===== src/rtl/amber48_fetch.sv =====
// amber48 instruction fetch: credit-limited request issue, in-order response FIFO, redirect drain.
// Optional performance counters are built when AMBER48_FETCH_PERF_EN is defined.
package amber48_pkg;
    localparam int XLEN = 48;

    typedef struct packed {
        logic            valid;
        logic [XLEN-1:0] pc;
        logic [XLEN-1:0] instr;
    } amber48_decode_in_s;
endpackage

module amber48_fetch
    import amber48_pkg::*;
#(
    parameter logic [XLEN-1:0] RESET_PC  = 48'h0,
    parameter int              BUF_DEPTH = 2
) (
    input  logic               clk,
    input  logic               rst,
    output logic               imem_req_valid,
    input  logic               imem_req_ready,
    output logic [XLEN-1:0]    imem_req_addr,
    input  logic               imem_rsp_valid,
    input  logic [XLEN-1:0]    imem_rsp_data,
    input  logic               redirect_valid,
    input  logic [XLEN-1:0]    redirect_pc,
    output amber48_decode_in_s fetch_o,
    input  logic               fetch_ready
`ifdef AMBER48_FETCH_PERF_EN
    ,
    output logic [31:0]        perf_fetched,
    output logic [31:0]        perf_bubbles
`endif
);
    localparam int PW = $clog2(BUF_DEPTH);
    localparam int CW = $clog2(BUF_DEPTH + 1);

    typedef enum logic {RUN, DRAIN} state_e;

    state_e          state_q, state_d;
    logic [XLEN-1:0] pc_q, pc_d;
    logic [CW-1:0]   outstanding_q, outstanding_d;
    logic [CW-1:0]   drop_q, drop_d;
    logic [CW-1:0]   count_q, count_d;
    logic [PW-1:0]   wr_ptr_q, wr_ptr_d;
    logic [PW-1:0]   rd_ptr_q, rd_ptr_d;

    logic [XLEN-1:0] buf_pc_mem    [BUF_DEPTH];
    logic [XLEN-1:0] buf_instr_mem [BUF_DEPTH];

    logic            req_fire;
    logic            push;
    logic            pop;
    logic            fetch_valid;
    logic [CW:0]     credit_used;
    logic [CW-1:0]   remaining;
    logic [XLEN-1:0] rsp_pc;

    function automatic logic [PW-1:0] ptr_inc(input logic [PW-1:0] p);
        return (p == PW'(BUF_DEPTH - 1)) ? '0 : p + PW'(1);
    endfunction

    assign credit_used    = {1'b0, outstanding_q} + {1'b0, count_q};
    assign imem_req_valid = !rst && (state_q == RUN) && (credit_used < (CW+1)'(BUF_DEPTH))
                            && !redirect_valid;
    assign imem_req_addr  = pc_q;
    assign req_fire       = imem_req_valid && imem_req_ready;
    assign fetch_valid    = (count_q != '0) && !redirect_valid;
    assign pop            = fetch_valid && fetch_ready;
    assign remaining      = outstanding_q - CW'(imem_rsp_valid);
    // Requests since the last redirect are consecutive, so the oldest one sits outstanding words behind pc.
    assign rsp_pc         = pc_q - XLEN'(outstanding_q);

    always_comb begin
        fetch_o = '0;
        if (fetch_valid) begin
            fetch_o.valid = 1'b1;
            fetch_o.pc    = buf_pc_mem[rd_ptr_q];
            fetch_o.instr = buf_instr_mem[rd_ptr_q];
        end
    end

    always_comb begin
        state_d       = state_q;
        pc_d          = pc_q;
        outstanding_d = outstanding_q;
        drop_d        = drop_q;
        count_d       = count_q;
        wr_ptr_d      = wr_ptr_q;
        rd_ptr_d      = rd_ptr_q;
        push          = 1'b0;
        if (req_fire) begin
            pc_d = pc_q + XLEN'(1);
        end
        unique case (state_q)
            RUN: begin
                if (redirect_valid) begin
                    pc_d          = redirect_pc;
                    count_d       = '0;
                    wr_ptr_d      = '0;
                    rd_ptr_d      = '0;
                    outstanding_d = '0;
                    if (remaining != '0) begin
                        state_d = DRAIN;
                        drop_d  = remaining;
                    end
                end else begin
                    push          = imem_rsp_valid;
                    outstanding_d = outstanding_q + CW'(req_fire) - CW'(imem_rsp_valid);
                    count_d       = count_q + CW'(push) - CW'(pop);
                    if (push) begin
                        wr_ptr_d = ptr_inc(wr_ptr_q);
                    end
                    if (pop) begin
                        rd_ptr_d = ptr_inc(rd_ptr_q);
                    end
                end
            end
            DRAIN: begin
                if (redirect_valid) begin
                    pc_d = redirect_pc;
                end
                if (imem_rsp_valid) begin
                    drop_d = drop_q - CW'(1);
                    if (drop_q == CW'(1)) begin
                        state_d = RUN;
                    end
                end
            end
            default: state_d = RUN;
        endcase
    end

    always_ff @(posedge clk or posedge rst) begin
        if (rst) begin
            state_q       <= RUN;
            pc_q          <= RESET_PC;
            outstanding_q <= '0;
            drop_q        <= '0;
            count_q       <= '0;
            wr_ptr_q      <= '0;
            rd_ptr_q      <= '0;
        end else begin
            state_q       <= state_d;
            pc_q          <= pc_d;
            outstanding_q <= outstanding_d;
            drop_q        <= drop_d;
            count_q       <= count_d;
            wr_ptr_q      <= wr_ptr_d;
            rd_ptr_q      <= rd_ptr_d;
        end
    end

    always_ff @(posedge clk) begin
        if (push) begin
            buf_pc_mem[wr_ptr_q]    <= rsp_pc;
            buf_instr_mem[wr_ptr_q] <= imem_rsp_data;
        end
    end

`ifdef AMBER48_FETCH_PERF_EN
    logic [31:0] perf_fetched_q, perf_fetched_d;
    logic [31:0] perf_bubbles_q, perf_bubbles_d;

    always_comb begin
        perf_fetched_d = perf_fetched_q;
        perf_bubbles_d = perf_bubbles_q;
        if (pop && (perf_fetched_q != '1)) begin
            perf_fetched_d = perf_fetched_q + 32'd1;
        end
        if (fetch_ready && !fetch_valid && (perf_bubbles_q != '1)) begin
            perf_bubbles_d = perf_bubbles_q + 32'd1;
        end
    end

    always_ff @(posedge clk or posedge rst) begin
        if (rst) begin
            perf_fetched_q <= '0;
            perf_bubbles_q <= '0;
        end else begin
            perf_fetched_q <= perf_fetched_d;
            perf_bubbles_q <= perf_bubbles_d;
        end
    end

    assign perf_fetched = perf_fetched_q;
    assign perf_bubbles = perf_bubbles_q;
`endif
endmodule


===== config.mk =====
export PLATFORM = sky130hd
export DESIGN_NAME = amber48_fetch
export DESIGN_NICKNAME = d
export VERILOG_FILES = /design/src/rtl/amber48_fetch.sv
export SDC_FILE = /design/constraint.sdc
export NUM_CORES = 1
export LEC_CHECK = 0
export ABC_AREA = 0
export ABC_CLOCK_PERIOD_IN_PS = 6900
export BUFFER_PORTS_ARGS = -buffer_cell sky130_fd_sc_hd__buf_2
export CORE_ASPECT_RATIO = 1.5
export CORE_UTILIZATION = 45
export DETAILED_ROUTE_END_ITERATION = 8
export PLACE_DENSITY = 0.77
export SLEW_MARGIN = 20
export SYNTH_ARGS = -nofsm -noshare
export SYNTH_HDL_FRONTEND = slang
export SYNTH_SLANG_ARGS = --single-unit

===== constraint.sdc =====
create_clock -name clk -period 6.9 [get_ports clk]
set_input_delay 0.345 -clock clk [delete_from_list [all_inputs] [get_ports clk]]
set_output_delay 0.345 -clock clk [all_outputs]
set_load 0.1 [all_outputs]

==> impl_metrics.sql <==
INSERT INTO impl_metrics (metric_group, metric, value, unit) VALUES
('outcome', 'run_status', 'finished, final reports clean', ''),
('detailed_routing', 'firstDrtPassIters', '6', ''),
('detailed_routing', 'via_per_inst', '5.618', ''),
('timing', 'min_period', '3.543', 'ns'),
('worst_setup_path', 'worst_r2r_path_depth', '10', ''),
('clock_network', 'cts_post_setup_buffers_inserted', '0', ''),
('synth', 'synthXorXnorAreaFrac', '3.862', '%'),
('timing', 'rsz0062_at_grt', 'false', ''),
('detailed_routing', 'detail_route.drc_violations', '0', ''),
('clock_network', 'inserted_clock_buffers', '24', ''),
('detailed_routing', 'vias', '8888', ''),
('synth', 'synth.lib_cells_used.distinct', '59', ''),
('cells_and_area', 'layout.cells.most_common', 'sky130_fd_sc_hd__buf_2', ''),
('worst_setup_path', 'maximum_cell_stage_delay_along_the_critical_path', '0.94', 'ns'),
('synth', 'synth.net_count', '1143', ''),
('cells_and_area', 'syn_to_final_growth', '18.58', '%'),
('timing', 'fin_worst_skew', '0.01078', 'ns'),
('synth', 'synth_area', '12020', 'µm²'),
('floorplanning', 'die_w', '135.4', 'µm'),
('timing', 'max-slew-margin-rel', '32.02', '%'),
('floorplanning', 'y_dimension_of_the_die', '202.2', 'µm'),
('timing', 'slew_viol_final', '0', ''),
('cells_and_area', 'finalNetCount', '1345', ''),
('detailed_routing', 'post_drt_wl_per_cell', '19.38', 'µm'),
('clock_network', 'numClockSinks', '249', ''),
('power_and_ir_drop', 'power_density', '383.5', 'nW/µm²'),
('timing', 'clock.fmax', '282.2', 'MHz'),
('worst_hold_path', 'path_class_of_the_lowest_slack_min_delay_path', 'in2reg', ''),
('cells_and_area', 'layout_common_cells', 'sky130_fd_sc_hd__buf_2, sky130_fd_sc_hd__edfxtp_1, sky130_fd_sc_hd__nor2_1, sky130_fd_sc_hd__mux2i_1, sky130_fd_sc_hd__nand2_1', ''),
('global_routing', 'busiest_layer', 'met2', ''),
('power_and_ir_drop', 'vdd_ir_drop_max', '0.2274', 'mV'),
('global_routing', 'grt.met2_usage', '38.83', '%'),
('detailed_routing', 'antenna_left', '0', ''),
('worst_setup_path', 'critPathCaptureType', 'output port', ''),
('worst_setup_path', 'critical_path.slowest_cell', 'sky130_fd_sc_hd__dfrtp_4', ''),
('floorplanning', 'core', '26040', 'µm²'),
('floorplanning', 'start_util', '46.17', '%'),
('global_routing', 'first_pass_grt_wire_length', '47380', 'µm'),
('clock_network', 'root_buffer', 'sky130_fd_sc_hd__clkbuf_16', ''),
('synth', 'postSynthCellCount', '1030', ''),
('clock_network', 'cts_buffer_depth', '3', ''),
('worst_setup_path', 'worst_setup_sp', 'rd_ptr_q', ''),
('timing', 'worst-slew-pin-transition', '1.017', 'ns'),
('synth', 'synth_top_flop_cell', 'sky130_fd_sc_hd__edfxtp_1', ''),
('synth', 'seq_area_frac_synth', '59.83', '%'),
('worst_setup_path', 'timing.critical_path.required', '6.55', 'ns'),
('global_routing', 'grt_pass1_vias', '8718', ''),
('synth', 'yosysWarnings', '0', ''),
('worst_setup_path', 'critical_path.startpoint_type', 'register', ''),
('synth', 'synth_simple_gate_area_share', '16.36', '%'),
('global_routing', 'grt_util_met3', '2.809', '%'),
('floorplanning', 'floorplan.rows', '72', ''),
('global_routing', 'grt_antenna_before_repair', '0', ''),
('timing', 'layout_worst_path_cycle_share', '51.35', '%'),
('place', 'globalplace.congestion', '0.9044', ''),
('job', 'count_of_maximum_capacitance_violations', '0', ''),
('worst_setup_path', 'r2r_setup_slack', '3.65', 'ns'),
('worst_setup_path', 'crit_path_max_fanout', '55', ''),
('synth', 'synth_area_per_cell', '11.67', 'µm²'),
('synth', 'muxShareOfSynthArea', '9.035', '%'),
('clock_network', 'cts_htree_levels', '1', ''),
('synth', 'post_synth_fa_ha_maj_area_fraction', '1.270', '%'),
('global_routing', 'globalRoute.totalOverflow', '0', ''),
('clock_network', 'clkLatencyLatePin', '0.51', 'ns'),
('floorplanning', 'io_pins', '248', ''),
('clock_network', 'clock_pin_slew_on_the_worst_setup_and_hold_paths', '0.06', 'ns'),
('worst_setup_path', 'crit_end', 'fetch_o[81]', ''),
('cells_and_area', 'post_route_cells_drive_above_1_share', '25.06', '%'),
('synth', 'synth.ff_latch_count', '249', ''),
('place', 'portBuffers', '247', ''),
('synth', 'synth-compound-area-share', '5.954', '%');
==> power breakdown <==
| part | internal, mW | switching (mW) |
|---|---|---|
| sequential | 1.80 | 0.205 |
| combinational | 0.421 | 1.72 |
| clock | 0.773 | 0.542 |
==> what timing repair did <==
action / 4_1_cts / 5_1_grt
hold buffers: 0 / 1
endpoints found under the setup margin: 0 / 0
endpoints found under the hold margin: 0 / 2
==> per-layer routing <==
metal | vias to the layer above | part of all wire [%]
li1 | 4165 | -
met1 | 4343 | 39
met2 | 317 | 52
met3 | 63 | 5.3
met4 | 0 | 3.6
met5 | - | 0
==> cells in the mapped netlist, types with 3 or more instances <==
cell type                  number  share of area [%]
sky130_fd_sc_hd__a21o_1         4               0.25
sky130_fd_sc_hd__a21oi_1        8               0.33
sky130_fd_sc_hd__a221o_1        4               0.33
sky130_fd_sc_hd__a22o_1         5               0.36
sky130_fd_sc_hd__a22oi_1        3               0.19
sky130_fd_sc_hd__a31oi_1        6               0.31
sky130_fd_sc_hd__and2_1         7               0.36
sky130_fd_sc_hd__and3_1        11               0.57
sky130_fd_sc_hd__buf_1         17               0.53
sky130_fd_sc_hd__buf_2         11               0.46
sky130_fd_sc_hd__clkbuf_1      53                1.7
sky130_fd_sc_hd__dfrtp_1       57                 12
sky130_fd_sc_hd__edfxtp_1     192                 48
sky130_fd_sc_hd__ha_1           9               0.94
sky130_fd_sc_hd__inv_1         26               0.81
sky130_fd_sc_hd__mux2_2         4               0.37
sky130_fd_sc_hd__mux2i_1      104                8.7
sky130_fd_sc_hd__nand2_1       86                2.7
sky130_fd_sc_hd__nand2b_1       3               0.16
sky130_fd_sc_hd__nand3_1       36                1.5
sky130_fd_sc_hd__nand3b_1       3               0.19
sky130_fd_sc_hd__nand4_1       29                1.5
sky130_fd_sc_hd__nor2_1       131                4.1
sky130_fd_sc_hd__nor2b_1        4               0.21
sky130_fd_sc_hd__nor3_1        20               0.83
sky130_fd_sc_hd__nor4_1        19               0.99
sky130_fd_sc_hd__nor4_2         4               0.42
sky130_fd_sc_hd__nor4b_1        4               0.29
sky130_fd_sc_hd__o211a_1        5               0.42
sky130_fd_sc_hd__o211ai_1      14               0.87
sky130_fd_sc_hd__o21ai_0       33                1.4
sky130_fd_sc_hd__o311ai_0      12               0.87
sky130_fd_sc_hd__or3_1         12               0.62
sky130_fd_sc_hd__or4_1         12               0.75
sky130_fd_sc_hd__xnor2_1       32                2.3
sky130_fd_sc_hd__xor2_1        21                1.5
==> worst max-delay path: cells and delay by family (launching register included) <==
family | cells | cell delay (ns)
DFF | 1 | 0.94
and+or+nand+nor | 1 | 0.13
buffers and inverters | 2 | 1.28
muxes | 1 | 0.25
==> cell type report <==
cell class / instances / area, µm²
Fill cell: 2275 / 11780
Sequential cell: 249 / 7196
Multi-Input combinational cell: 670 / 4420
Timing Repair Buffer: 260 / 1336
Clock buffer: 31 / 648.1
Tap cell: 333 / 416.7
Clock inverter: 12 / 135.1
Inverter: 27 / 101.3
==> cell families (layout without fill, tap and decap cells) <==
family,after synthesis,count (layout)
adders and majority gates,11,11
DFF,249,249
buffers and inverters,111,330
xor gates and xnor gates,53,53
muxes,108,108
AOI/OAI and AO/OA,103,103
and+or+nand+nor,395,395
==> worst min path at each step <==
stage	start	end	slack (ns)	cells after the start
after global placement	drop_q[1]	drop_q[1]	0.52	2
after global routing	imem_rsp_data[11]	buf_instr_mem[1][11]	0.0004	1
after CTS	imem_rsp_data[47]	buf_instr_mem[1][47]	0.002	1
final	imem_rsp_data[47]	buf_instr_mem[0][47]	0.02	1
after detailed placement	drop_q[1]	drop_q[1]	0.52	2
after floorplan	imem_rsp_data[0]	buf_instr_mem[0][0]	0.44	0
==> through the flow <==
stage                     setup WS [ns]  instance area, µm²  hold slack (ns)  std cells  util [%]
after floorplan                   1.338               12020           0.4439       1030         -
after global placement            3.680               13450           0.5156       1538     51.66
after detailed placement          3.596               13460           0.5237       1538     51.69
after CTS                         3.295               14240         0.002348       1581     54.70
after global routing              3.132               14250        0.0003710       1582     54.75
final                             3.357               14250          0.01744       1582     54.75
==> flip-flops by register name (all words and copies together) (netlist names) <==
signal,count
state_q,1
outstanding_q,2
count_q,2
buf_instr_mem,96
imem_req_addr,48
buf_pc_mem,96
wr_ptr_q,1
rd_ptr_q,1
drop_q,2
Note: power is estimated with default switching activity, not from simulation.
